`src/rtl/div_8_pkg.sv`:
```
// Shared definitions for the 8-bit restoring divider and its display path.
package div_8_pkg;

  // Default operand width; the four-digit display mapping assumes 8.
  localparam int DIV_N = 8;

  // Width of one seven-segment digit pattern (a..g plus decimal point).
  localparam int SEG_W = 8;

  // Divider sequencing states.
  typedef enum logic [1:0] {
    IDLE = 2'd0,
    RUN  = 2'd1,
    DONE = 2'd2
  } state_t;

endpackage

```
`src/rtl/hex_display_decoder.sv`:
```
// Hex nibble to seven-segment pattern, active-low, bit order {dp,g,f,e,d,c,b,a}.
// The decimal point is always off.
module hex_display_decoder (
  input  logic [3:0] hex,
  output logic [7:0] seg
);

  // Pure lookup from the nibble value to its glyph.
  always_comb begin
    seg = 8'hFF;
    case (hex)
      4'h0: seg = 8'hC0;
      4'h1: seg = 8'hF9;
      4'h2: seg = 8'hA4;
      4'h3: seg = 8'hB0;
      4'h4: seg = 8'h99;
      4'h5: seg = 8'h92;
      4'h6: seg = 8'h82;
      4'h7: seg = 8'hF8;
      4'h8: seg = 8'h80;
      4'h9: seg = 8'h90;
      4'hA: seg = 8'h88;
      4'hB: seg = 8'h83;
      4'hC: seg = 8'hC6;
      4'hD: seg = 8'hA1;
      4'hE: seg = 8'h86;
      4'hF: seg = 8'h8E;
      default: seg = 8'hFF;
    endcase
  end

endmodule

```
`src/rtl/n_bit_pipo.sv`:
```
// Parallel-in parallel-out register with load enable and async active-low clear.
module n_bit_pipo #(
  parameter int N = 8
) (
  input  logic         clk,
  input  logic         clr,
  input  logic         load,
  input  logic [N-1:0] d,
  output logic [N-1:0] q
);

  // Capture d when load is high; otherwise hold.
  always_ff @(posedge clk or negedge clr) begin
    if (!clr) begin
      q <= '0;
    end else if (load) begin
      q <= d;
    end
  end

endmodule

```
`src/rtl/n_bit_restoring_div.sv`:
```
// Sequential restoring divider: one shift-subtract step per clock, N steps.
// A zero divisor short-circuits straight to DONE with an all-ones quotient.
// The current state is exported so the wrapper can gate operand loads.
module n_bit_restoring_div
  import div_8_pkg::*;
#(
  parameter int N = DIV_N
) (
  input  logic         clk,
  input  logic         clr,
  input  logic         start,
  input  logic [N-1:0] dividend,
  input  logic [N-1:0] divisor,
  output logic         busy,
  output logic         done,
  output logic         div_by_zero,
  output logic [N-1:0] quotient,
  output logic [N-1:0] remainder,
  output state_t       state
);

  localparam int CNT_W = $clog2(N + 1);

  state_t           next_state;
  logic [CNT_W-1:0] count;
  logic [N-1:0]     work_rem;
  logic [N-1:0]     work_quo;
  logic [N:0]       trial;
  logic [N-1:0]     step_rem;
  logic [N-1:0]     step_quo;
  logic             zero_div;
  logic             last_iter;

  // One restoring step: a non-negative trial difference sets the quotient bit.
  assign trial     = {work_rem, work_quo[N-1]} - {1'b0, divisor};
  assign step_rem  = trial[N] ? {work_rem[N-2:0], work_quo[N-1]} : trial[N-1:0];
  assign step_quo  = {work_quo[N-2:0], ~trial[N]};
  assign zero_div  = (divisor == '0);
  assign last_iter = (count == CNT_W'(1));

  assign busy = (state == RUN);
  assign done = (state == DONE);

  // State register.
  always_ff @(posedge clk or negedge clr) begin
    if (!clr) begin
      state <= IDLE;
    end else begin
      state <= next_state;
    end
  end

  // Next-state logic: start is honoured only outside RUN.
  always_comb begin
    next_state = state;
    case (state)
      IDLE, DONE: begin
        if (start) begin
          next_state = zero_div ? DONE : RUN;
        end
      end
      RUN: begin
        if (last_iter) begin
          next_state = DONE;
        end
      end
      default: next_state = IDLE;
    endcase
  end

  // Datapath: seed on start, iterate in RUN, publish results only when complete.
  always_ff @(posedge clk or negedge clr) begin
    if (!clr) begin
      count       <= '0;
      work_rem    <= '0;
      work_quo    <= '0;
      quotient    <= '0;
      remainder   <= '0;
      div_by_zero <= 1'b0;
    end else begin
      case (state)
        IDLE, DONE: begin
          if (start) begin
            if (zero_div) begin
              quotient    <= '1;
              remainder   <= dividend;
              div_by_zero <= 1'b1;
            end else begin
              work_rem    <= '0;
              work_quo    <= dividend;
              count       <= CNT_W'(N);
              div_by_zero <= 1'b0;
            end
          end
        end
        RUN: begin
          work_rem <= step_rem;
          work_quo <= step_quo;
          count    <= count - CNT_W'(1);
          if (last_iter) begin
            quotient  <= step_quo;
            remainder <= step_rem;
          end
        end
        default: ;
      endcase
    end
  end

endmodule

```
`src/rtl/div_8.sv`:
```
// 8-bit unsigned divider with switch-bus operand loading and a four-digit
// hex display: remainder on the upper two digits, quotient on the lower two.
module div_8
  import div_8_pkg::*;
#(
  parameter int N = DIV_N
) (
  input  logic         clk,
  input  logic         clr,
  input  logic [N-1:0] data_in,
  input  logic         load_a,
  input  logic         load_b,
  input  logic         start,
  output logic         busy,
  output logic         done,
  output logic         div_by_zero,
  output logic [N-1:0] quotient,
  output logic [N-1:0] remainder,
  output logic [31:0]  segment
);

  state_t       state;
  logic [N-1:0] dividend;
  logic [N-1:0] divisor;
  logic         load_ok;

  // Operands are frozen while a division is iterating.
  assign load_ok = (state != RUN);

  n_bit_pipo #(.N(N)) u_dividend (
    .clk  (clk),
    .clr  (clr),
    .load (load_a & load_ok),
    .d    (data_in),
    .q    (dividend)
  );

  n_bit_pipo #(.N(N)) u_divisor (
    .clk  (clk),
    .clr  (clr),
    .load (load_b & load_ok),
    .d    (data_in),
    .q    (divisor)
  );

  n_bit_restoring_div #(.N(N)) u_div (
    .clk         (clk),
    .clr         (clr),
    .start       (start),
    .dividend    (dividend),
    .divisor     (divisor),
    .busy        (busy),
    .done        (done),
    .div_by_zero (div_by_zero),
    .quotient    (quotient),
    .remainder   (remainder),
    .state       (state)
  );

  hex_display_decoder u_hex_q0 (.hex(quotient[3:0]),  .seg(segment[SEG_W-1:0]));
  hex_display_decoder u_hex_q1 (.hex(quotient[7:4]),  .seg(segment[2*SEG_W-1:SEG_W]));
  hex_display_decoder u_hex_r0 (.hex(remainder[3:0]), .seg(segment[3*SEG_W-1:2*SEG_W]));
  hex_display_decoder u_hex_r1 (.hex(remainder[7:4]), .seg(segment[4*SEG_W-1:3*SEG_W]));

endmodule

```
`config.mk`:
```
export PLATFORM = sky130hd
export DESIGN_NAME = div_8
export DESIGN_NICKNAME = d
export VERILOG_FILES = /design/src/rtl/div_8_pkg.sv /design/src/rtl/hex_display_decoder.sv /design/src/rtl/n_bit_pipo.sv /design/src/rtl/n_bit_restoring_div.sv /design/src/rtl/div_8.sv
export SDC_FILE = /design/constraint.sdc
export NUM_CORES = 1
export LEC_CHECK = 0
export ABC_AREA = 1
export BUFFER_PORTS_ARGS = -buffer_cell sky130_fd_sc_hd__buf_2
export CAP_MARGIN = 10
export CELL_PAD_IN_SITES_DETAIL_PLACEMENT = 0
export CELL_PAD_IN_SITES_GLOBAL_PLACEMENT = 1
export CORE_AREA = 2 2 103 105
export CTS_BUF_LIST = sky130_fd_sc_hd__clkbuf_16
export DETAILED_ROUTE_END_ITERATION = 8
export DIE_AREA = 0 0 105 107
export PLACE_DENSITY = 0.89
export SLEW_MARGIN = 10
export SYNTH_ARGS = -nofsm -noshare
export SYNTH_HDL_FRONTEND = slang
export SYNTH_HIERARCHICAL = 1
export SYNTH_SLANG_ARGS = --single-unit
```
`constraint.sdc`:
```
create_clock -name clk -period 2.1 [get_ports clk]
set_input_delay 0.315 -clock clk [delete_from_list [all_inputs] [get_ports clk]]
set_output_delay 0.315 -clock clk [all_outputs]
set_load 0.05 [all_outputs]
```
==> impl_metrics.tcl <==
set metrics [dict create \
    outcome "finished, final reports clean" \
    numCtsBuffers 5 \
    cp-end-kind "output pin" \
    synth-xor-area-share_pct 0.856 \
    insertedDiodeCount 0 \
    synthSimpleGateAreaFrac_pct 34.0 \
    synth-compound-area-share_pct 6.88 \
    synth_top_area_share_pct 33.6 \
    initial_utilization_pct 40.5 \
    antenna_found_initial 0 \
    post_cts_buffers 0 \
    worstHoldPathType "in2async" \
    dp_hpwl_mm 6.85 \
    post-synth-top-count-cell "nand2_1" \
    cts.htree.levels 2 \
    crit_type "reg2out" \
    post_synth_instance_area_mm2 0.00409 \
    synth_fa_ha_area_share_pct 12.1 \
    timing.rr.start "u_div/work_quo[7]$_DFFE_PN0P_" \
    dp_slack_ps -5.93 \
    fp.dieH_um 107 \
    routed_wl_mm 8.91 \
    drive_above_1_share_pct 18.7 \
    synth_cells 586 \
    cts_tree "yes" \
    fin_ws_ps 111 \
    clk_latency_ps 300 \
    critPathMaxFanout 7 \
    regArea_mm2 0.00139 \
    post-route-util_pct 46.4 \
    synth.area.mux_share_pct 0 \
    fin_crit_sh_pct 94.7 \
    grt_pass1_wl_mm 15.1 \
    critPathArrivalTime_ps 1670 \
    grt_max_degree 35 \
    maxCapViolations 0 \
    core_mm2 0.0101 \
    synth_top_area_cell "dfrtp_1" \
    synth_area_leaders "dfrtp_1 (34%), nand2_1 (18%), ha_1 (12%)" \
    clock_skew_ps 11.0 \
    drv_slew 0 \
    synth_cell_types 33 \
    setup_viol 0 \
    port_buffers 59 \
    clkTransAtPathRegs_ps 80 \
    max_freq_ghz 0.503 \
    worst_pin_slew_ps 732 \
    io_pins 64 \
    period_needed_ps 1990 \
    synth_area_per_cell_um2 6.98 \
    vias_per_cell 4.72 \
    cts.sinks 55 \
    synthArstFlopShare_pct 100 \
    fin_setup_tns_ps 0 \
    grt_overflow 0 \
    worst_setup_path_start_kind "register" \
    drt_iter0_markers 334 \
    cts_root_buffer "clkbuf_16" \
    synth_ff_type "dfrtp_1" \
    die-area_mm2 0.0112 \
    whs_ps 81.7 \
    synthToLayoutAreaGrowth_pct 14.5 \
    drcViolationCount 0 \
    hold_violations 0 \
    grt_pass1_vias 3233 \
    die_w_um 105 \
    wire_per_inst_um 11.5 \
    fillers 1053 \
    drt_first_pass_iters 6 \
    critical_path.startpoint "u_div/remainder[0]$_DFFE_PN0P_" \
    grtUsageTotal_pct 16.0 \
    worstPathRequired_ps 1780 \
    gp_congestion 0.861 \
    slew_headroom_pct 51.2 \
    row_count 37 \
    clockBufferDepth 2 \
    vias 3667 \
    yosys_register_bits 55 \
    seq_area_frac_synth_pct 33.6 \
    synth-edff-count 0 \
    fin_nets 692 \
    postRouteAntennaNets 0 \
    synthTopCellsByCount "nand2_1 (201), nand3_1 (81), inv_1 (77), dfrtp_1 (55), ha_1 (38)" \
    multi_input_area_mm2 0.00225 \
    synth_top_family_by_area "simple AND/OR/NAND/NOR gates" \
    synth_warnings 6 \
    syn_nets 638 \
]
sequential cells by signal (all words and copies together), names as in the netlist:
name and count:
u_div/count 4, u_div/div_by_zero 1, u_div/quotient 8, u_div/remainder 8
u_div/state 2, u_div/work_quo 8, u_div/work_rem 8, u_dividend/q 8
u_divisor/q 8
cell type report:
| cell class | instances | area share (%) |
|---|---|---|
| timing repair buffer | 69 | 7.91 |
| clock inverter | 3 | 1.02 |
| inverter | 87 | 7.03 |
| tap | 136 | 3.63 |
| multi-input combinational | 422 | 48.1 |
| sequential | 55 | 29.6 |
| clock buffer | 5 | 2.67 |
stage by stage:
stage | instance area [um2] | std cells
after CTS | 4640 | 777
final | 4680 | 777
after global routing | 4680 | 777
after global placement | 4460 | 769
after detailed placement | 4460 | 769
after floorplan | 4090 | 586
worst paths after layout:
kind / end / slack, ps / depth (start not counted)
max in group asynchronous: u_div/quotient[0]$_DFFE_PN0P_ / 1350 / 2
min reg2reg: u_divisor/q[2]$_DFFE_PN0P_ / 480 / 2
max reg2reg: u_div/remainder[6]$_DFFE_PN0P_ / 180 / 15
max: segment[19] / 110 / 6
min in group clk: u_dividend/q[6]$_DFFE_PN0P_ / 240 / 3
min: u_div/count[0]$_DFFE_PN0P_ / 80 / 1
cell usage in the layout, fill, tap and decap left out, types with 2 or more instances in the layout:
cell type / netlist / final
nand2_1: 201 / 197
nand3_1: 81 / 79
inv_1: 77 / 77
buf_2: 8 / 59
dfrtp_1: 55 / 47
ha_1: 38 / 38
nor2_1: 33 / 33
buf_4: 4 / 10
o21ai_0: 14 / 10
o21ai_1: 6 / 10
inv_2: 9 / 9
a31oi_1: 8 / 8
dfrtp_2: 0 / 8
a21oi_1: 7 / 6
or2_2: 6 / 6
clkbuf_16: 0 / 5
o21ai_2: 4 / 4
conb_1: 4 / 4
nor2_2: 3 / 3
nand2_2: 1 / 3
xor2_1: 3 / 3
nand4_1: 2 / 2
o21ai_4: 2 / 2
nand3_2: 0 / 2
nand2_4: 0 / 2
or2_1: 2 / 2
worst max-delay path, cell delays in order, from the launching register on:
cell and delay [ps]:
dfrtp_2 440, inv_1 120, ha_1 340, nand2_1 70
nand3_1 90, nand2_1 70, buf_2 250
per-layer routing:
layer / global-route usage, % / wire length, um / vias up
met5: 0 / 0 / -
met4: 3.62 / 85 / 0
met3: 2.43 / 450 / 10
met1: 23.1 / 4430 / 1630
met2: 25.6 / 3940 / 100
li1: - / - / 1927
cells by family (layout without fill, tap and decap cells):
logic type | count (synthesis) | after routing
AO/OA/AOI/OAI | 45 | 45
adder cells (fa/ha/maj) | 39 | 39
buffers and inverters | 109 | 164
other | 4 | 4
flip-flops | 55 | 55
XOR/XNOR | 4 | 4
AND/OR/NAND/NOR | 330 | 330
repair_timing:
action                                  4_1_cts  5_1_grt
hold buffers                                  0        0
gates resized for setup                       0       18
endpoints found under the setup margin        0       29
hold endpoints to repair                      0        0
Power is not shown: default switching activity piles up to over one toggle a cycle in this logic, so the estimate is an artifact.
